[src/rtl/down_counter_ctrl.sv]
// down_counter_ctrl
//
// Sequencing controller for a WIDTH-bit down counter. It loads a start
// value, decrements it once every DIV clock cycles, can be paused or
// aborted, and flags terminal count with a one-cycle done pulse.
// Fully synchronous, single clock domain.
//
// Parameters
//   WIDTH     counter width in bits (>= 1)
//   DIV       clock cycles per decrement (>= 1)
//
// Ports
//   clk       in   rising-edge clock
//   reset     in   synchronous, active-high reset
//   start     in   begin a countdown (only honoured in IDLE)
//   load_val  in   start value, captured when a start is accepted
//   pause     in   level; freezes prescaler and count while high in RUN
//   abort     in   cancel; back to IDLE with count cleared, no done
//   count     out  current count value (registered)
//   busy      out  high in RUN and DONE (registered)
//   done      out  one-cycle terminal-count pulse (registered)
//
// Build option
//   AUTO_RELOAD_EN  when defined, terminal count reloads the captured
//                   start value and the counter keeps running (periodic
//                   mode); it only stops on abort or reset.
module down_counter_ctrl #(
  parameter int WIDTH = 3,
  parameter int DIV   = 1
) (
  input  logic             clk,
  input  logic             reset,
  input  logic             start,
  input  logic [WIDTH-1:0] load_val,
  input  logic             pause,
  input  logic             abort,
  output logic [WIDTH-1:0] count,
  output logic             busy,
  output logic             done
);

  localparam int PW = (DIV > 1) ? $clog2(DIV) : 1;
  localparam logic [PW-1:0] PRE_MAX = PW'(DIV - 1);

  typedef enum logic [1:0] {
    IDLE = 2'd0,
    RUN  = 2'd1,
    DONE = 2'd2
  } state_t;

  state_t           state_q, state_d;
  logic [WIDTH-1:0] count_q, count_d;
  logic [PW-1:0]    pre_q,   pre_d;
  logic             armed_q, armed_d;
  logic             busy_q,  busy_d;
  logic             done_q,  done_d;
`ifdef AUTO_RELOAD_EN
  logic [WIDTH-1:0] reload_q, reload_d;
`endif

  // The first RUN cycle after a load is an arming cycle with no prescaler
  // activity, so the first decrement lands DIV cycles after the value
  // becomes visible one cycle past the start edge. Pause freezes arming
  // too, so every paused cycle delays done by exactly one cycle.
  always_comb begin
    state_d  = state_q;
    count_d  = count_q;
    pre_d    = pre_q;
    armed_d  = armed_q;
    busy_d   = busy_q;
    done_d   = 1'b0;
`ifdef AUTO_RELOAD_EN
    reload_d = reload_q;
`endif

    if (abort) begin
      state_d = IDLE;
      count_d = '0;
      pre_d   = '0;
      armed_d = 1'b0;
      busy_d  = 1'b0;
    end else begin
      case (state_q)
        IDLE: begin
          busy_d = 1'b0;
          if (start) begin
            if (load_val != '0) begin
              count_d  = load_val;
`ifdef AUTO_RELOAD_EN
              reload_d = load_val;
`endif
              pre_d    = '0;
              armed_d  = 1'b0;
              busy_d   = 1'b1;
              state_d  = RUN;
            end else begin
              // Zero-length countdown: terminal count immediately.
              done_d = 1'b1;
            end
          end
        end

        RUN: begin
          busy_d = 1'b1;
          if (!pause) begin
            if (!armed_q) begin
              armed_d = 1'b1;
            end else if (pre_q == PRE_MAX) begin
              pre_d = '0;
              if (count_q <= WIDTH'(1)) begin
                done_d  = 1'b1;
`ifdef AUTO_RELOAD_EN
                count_d = reload_q;
`else
                count_d = '0;
                state_d = DONE;
`endif
              end else begin
                count_d = count_q - WIDTH'(1);
              end
            end else begin
              pre_d = pre_q + PW'(1);
            end
          end
        end

        DONE: begin
          state_d = IDLE;
          busy_d  = 1'b0;
          count_d = '0;
        end

        default: begin
          state_d = IDLE;
          count_d = '0;
          pre_d   = '0;
          armed_d = 1'b0;
          busy_d  = 1'b0;
        end
      endcase
    end
  end

  always_ff @(posedge clk) begin
    if (reset) begin
      state_q  <= IDLE;
      count_q  <= '0;
      pre_q    <= '0;
      armed_q  <= 1'b0;
      busy_q   <= 1'b0;
      done_q   <= 1'b0;
`ifdef AUTO_RELOAD_EN
      reload_q <= '0;
`endif
    end else begin
      state_q  <= state_d;
      count_q  <= count_d;
      pre_q    <= pre_d;
      armed_q  <= armed_d;
      busy_q   <= busy_d;
      done_q   <= done_d;
`ifdef AUTO_RELOAD_EN
      reload_q <= reload_d;
`endif
    end
  end

  assign count = count_q;
  assign busy  = busy_q;
  assign done  = done_q;

endmodule

[config.mk]
export PLATFORM = sky130hd
export DESIGN_NAME = down_counter_ctrl
export DESIGN_NICKNAME = d
export VERILOG_FILES = /design/src/rtl/down_counter_ctrl.sv
export SDC_FILE = /design/constraint.sdc
export NUM_CORES = 1
export LEC_CHECK = 0
export BUFFER_PORTS_ARGS = -buffer_cell sky130_fd_sc_hd__buf_2
export CORE_AREA = 10 10 47 49
export CTS_CLUSTER_DIAMETER = 150
export CTS_CLUSTER_SIZE = 10
export DETAILED_ROUTE_END_ITERATION = 12
export DIE_AREA = 0 0 57 59
export PLACE_DENSITY = 0.6
export SYNTH_ARGS = -nofsm -noshare
export SYNTH_HDL_FRONTEND = slang
export SYNTH_SLANG_ARGS = --single-unit
[constraint.sdc]
create_clock -name clk -period 1.19 [get_ports clk]
set_clock_uncertainty 0.05 [all_clocks]
set_input_delay 0.0595 -clock clk [delete_from_list [all_inputs] [get_ports clk]]
set_output_delay 0.0595 -clock clk [all_outputs]
set_load 0.03 [all_outputs]
==> metrics.md <==
| Metric | Value |
|---|---|
| Crit-path slowest cell | `dfxtp_4` |
| I/O pins | `13` |
| # fillers | `roughly 150` |
| Register Area | `169 sq um` |
| Pwr/cell area | `around 930 nW/um^2` |
| Finished layout cell area | `roughly 670 sq um` |
| Unique masters post-synth | `31` |
| CTS Buffer Depth | `2` |
| RSZ-0062 raised after global routing | `true` |
| Area of the mapped netlist | `approximately 460 sq um` |
| Largest net degree at the start of global routing | `10` |
| DR vias/cell | `slightly above 5` |
| Syn_nets | `61` |
| CTS Buf Count | `3` |
| Failing checks | `setup timing` |
| Slew Limit Fails | `0` |
| Residual DRC count | `0` |
| HP Class | `input port to flop` |
| Full die area | `3360 sq um` |
| Slew @ Worst Pin | `0.295 ns` |
| GP Congestion | `between 0.6 and 0.7` |
| CP startpoint kind | `flop` |
| Synth top area share | `between 30 and 40%` |
| Placement Cell Area | `between 600 and 700 sq um` |
| Ant diodes | `0` |
| Reg-to-reg startpoint | `count[1]` |
| Post-route total power | `about 0.62 mW` |
| Initial antenna violation count | `0` |
| Final Hold Fails | `0` |
| CTS Root Buffer Type | `clkbuf_4` |
| Crit path DAT | `between 1 and 1.5 ns` |
| Reg2Reg Depth | `5` |
| Crit. Startpoint | `count[1]` |
| Die width | `57 um` |
| Std-Cell Rows | `14` |
| Leak Pwr | `between 0.2 and 0.3 nW` |
| CTS tree | `built` |
| Critical path required time | `roughly 1.3 ns` |
| Worst-Skew Late Latency | `~0.26 ns` |
| Clk slew on worst S/H paths | `roughly 0.06 ns` |
| DPL Wire Length | `approximately 930 um` |
| Buf/Inv on CP | `1` |
| Critical-path cell list | `inv_4 > ha_4 > o21bai_4 > a211o_1 > a31oi_1` |
| Levels on crit path | `5` |
| Synth Warn # | `0` |
| Worst setup path endpoint | `count[1]` |
| Top cells by area, synth | `dfxtp_1 35%, ha_1 5.4%, nor3_2 4.3%, inv_1 3.2%, nand2_1 3.2%` |
| Max-Cap Viols | `0` |
| Die span in y | `between 50 and 60 um` |
| Initial Utilization | `between 30% and 40%` |
| Setup CP Type | `flop to flop` |
| Slew margin rel. | `between 80% and 90%` |
| Reg2reg setup slack | `-0.06 ns` |
| DR vias | `462` |
| WL per Instance | `between 10 and 15 um` |
| Dominant cell type by area after synthesis | `dfxtp_1` |
| CP max FO | `3` |
| Fin crit period | `roughly 1.3 ns` |
| Crit path max-delay family | `compound AO/OA/AOI/OAI gates` |
| Highest-count cells in the layout ignoring fill and taps | `12 x buf_2, 9 x buf_4, 5 x dfxtp_1, 4 x nand2_1` |
| Post-Synthesis Cells | `51` |
| Max VDD drop | `0.643 mV` |
| Setup ws final | `-0.0635 ns` |
| Remaining Overflow, GRT | `0` |
| Seq/Total Area, Yosys | `34.5%` |
| Status | `finished, violations left` |
| DR pass1 iterations | `2` |
| Footprint of the multi-input gates | `about 310 sq um` |
| DRT antenna net count | `0` |
| # setup viols final | `1` |
| 1st-iter DRT viols | `7` |
| Syn avg cell area | `between 9 and 10 sq um` |
| H-tree depth | `1` |
| Synthesized flop and latch total | `8` |
| Vias in the first global route | `454` |
| Most common cell after layout, fill and taps aside | `buf_2` |
| First-pass GRT wire length | `2010 um` |
| Crit share post-route | `105%` |
| Port buffer count | `12` |
| Fmax | `about 800 MHz` |
| WL final | `1140 um` |
| Nets | `86` |
| Total track usage | `~7.6%` |
| Crit-path max cell delay | `~0.36 ns` |
| Share of cells above drive strength 1 | `between 50% and 60%` |
| P&R area growth vs syn | `44.5%` |
| Worst Setup End Kind | `flop` |
| Core Area | `about 1400 sq um` |
| Sink Count | `8` |
| Postcts setup bufs | `0` |
| Worst R2R End | `count[1]` |
## Yosys cell counts
| master | number |
|---|---|
| or2_1 | 1 |
| o211ai_1 | 1 |
| a21oi_2 | 1 |
| a211oi_1 | 1 |
| dfxtp_1 | 8 |
| nor2_1 | 3 |
| mux2i_1 | 1 |
| or3_4 | 1 |
| o21bai_1 | 1 |
| and2b_2 | 1 |
| nand3b_2 | 1 |
| nand2b_1 | 2 |
| ha_1 | 2 |
| o21a_1 | 1 |
| nand4_1 | 1 |
| nor3_2 | 2 |
| o2111ai_1 | 1 |
| o311ai_0 | 1 |
| o211a_1 | 1 |
| inv_1 | 4 |
| nand3b_1 | 1 |
| o21ai_0 | 1 |
| or2b_1 | 1 |
| a31oi_1 | 1 |
| a21oi_1 | 2 |
| a211o_1 | 1 |
| nand2_1 | 4 |
| o31a_1 | 1 |
| a32o_2 | 1 |
| buf_4 | 1 |
| nor2b_1 | 2 |
## report_power, final
| group | total [mW] | internal [mW] | switching (mW) |
|---|---|---|---|
| clock | 0.225 | 0.117 | 0.109 |
| sequential | 0.282 | 0.273 | 0.00910 |
| combinational | 0.115 | 0.0577 | 0.0570 |
| total | 0.622 | 0.447 | 0.175 |
## registers in the layout, summed over array words and instances, names as in the netlist
| signal | cells |
|---|---|
| done | 1 |
| armed_q | 1 |
| busy | 1 |
| count | 3 |
| state_q | 2 |
## logic make-up (layout without fill, tap and decap cells)
group           Yosys count  after routing  synth area share (%)
compound gates           15             15                  25.1
flops                     8              8                  34.5
fa+ha+maj                 2              2                  5.39
simple gates             20             20                  28.0
mux                       1              1                  2.16
buf+inv                   5             28                  4.85
## worst min-delay path by stage
stage,from,to,slack [ns],cells past startpoint
3_3_place_gp,load_val[1],count[1],0.29,3
4_1_cts,load_val[1],count[1],0.01,3
6_report,load_val[1],count[1],0.02,3
2_1_floorplan,load_val[1],count[1],0.15,2
3_5_place_dp,load_val[1],count[1],0.30,3
5_1_grt,load_val[1],count[1],0.03,3
## layer usage
| layer | wire length (um) | up-vias | track usage (%) |
|---|---|---|---|
| met5 | 0 | - | 0 |
| met4 | 37 | 0 | 5.03 |
| met3 | 55 | 5 | 3.00 |
| met2 | 534 | 9 | 11.8 |
| met1 | 508 | 213 | 8.30 |
| li1 | - | 235 | - |
## metrics by stage
step	hold slack (ns)	setup TNS (ns)	setup WS, ns	utilization [%]	std cells
after detailed placement	0.297	-0.0749	-0.0665	45.5	87
after global placement	0.287	-0.0183	-0.0183	45.5	87
after floorplan	0.152	-0.104	-0.0955	-	51
after CTS	0.0149	-0.0910	-0.0808	47.1	90
final	0.0166	-0.0635	-0.0635	47.9	90
after global routing	0.0254	-0.195	-0.126	47.9	90
## repair_timing
action	in CTS	in global routing
pin swaps	0	2
resized for setup	0	4
hold buffers	0	0
hold endpoints to repair	0	0
setup endpoints to repair	3	7
## worst min-delay path, stage by stage
cell and delay, ns:
buf_2 0.11, nand2_1 0.05, a31oi_1 0.07
## cell type report
| cell class | count | area share (%) |
|---|---|---|
| tap | 16 | 2.99 |
| multi-input combinational | 38 | 46.8 |
| timing repair buffer | 21 | 19.0 |
| inverter | 4 | 2.61 |
| sequential | 8 | 25.2 |
| clock buffer | 3 | 3.36 |
Power figures use the tool's default switching activity.
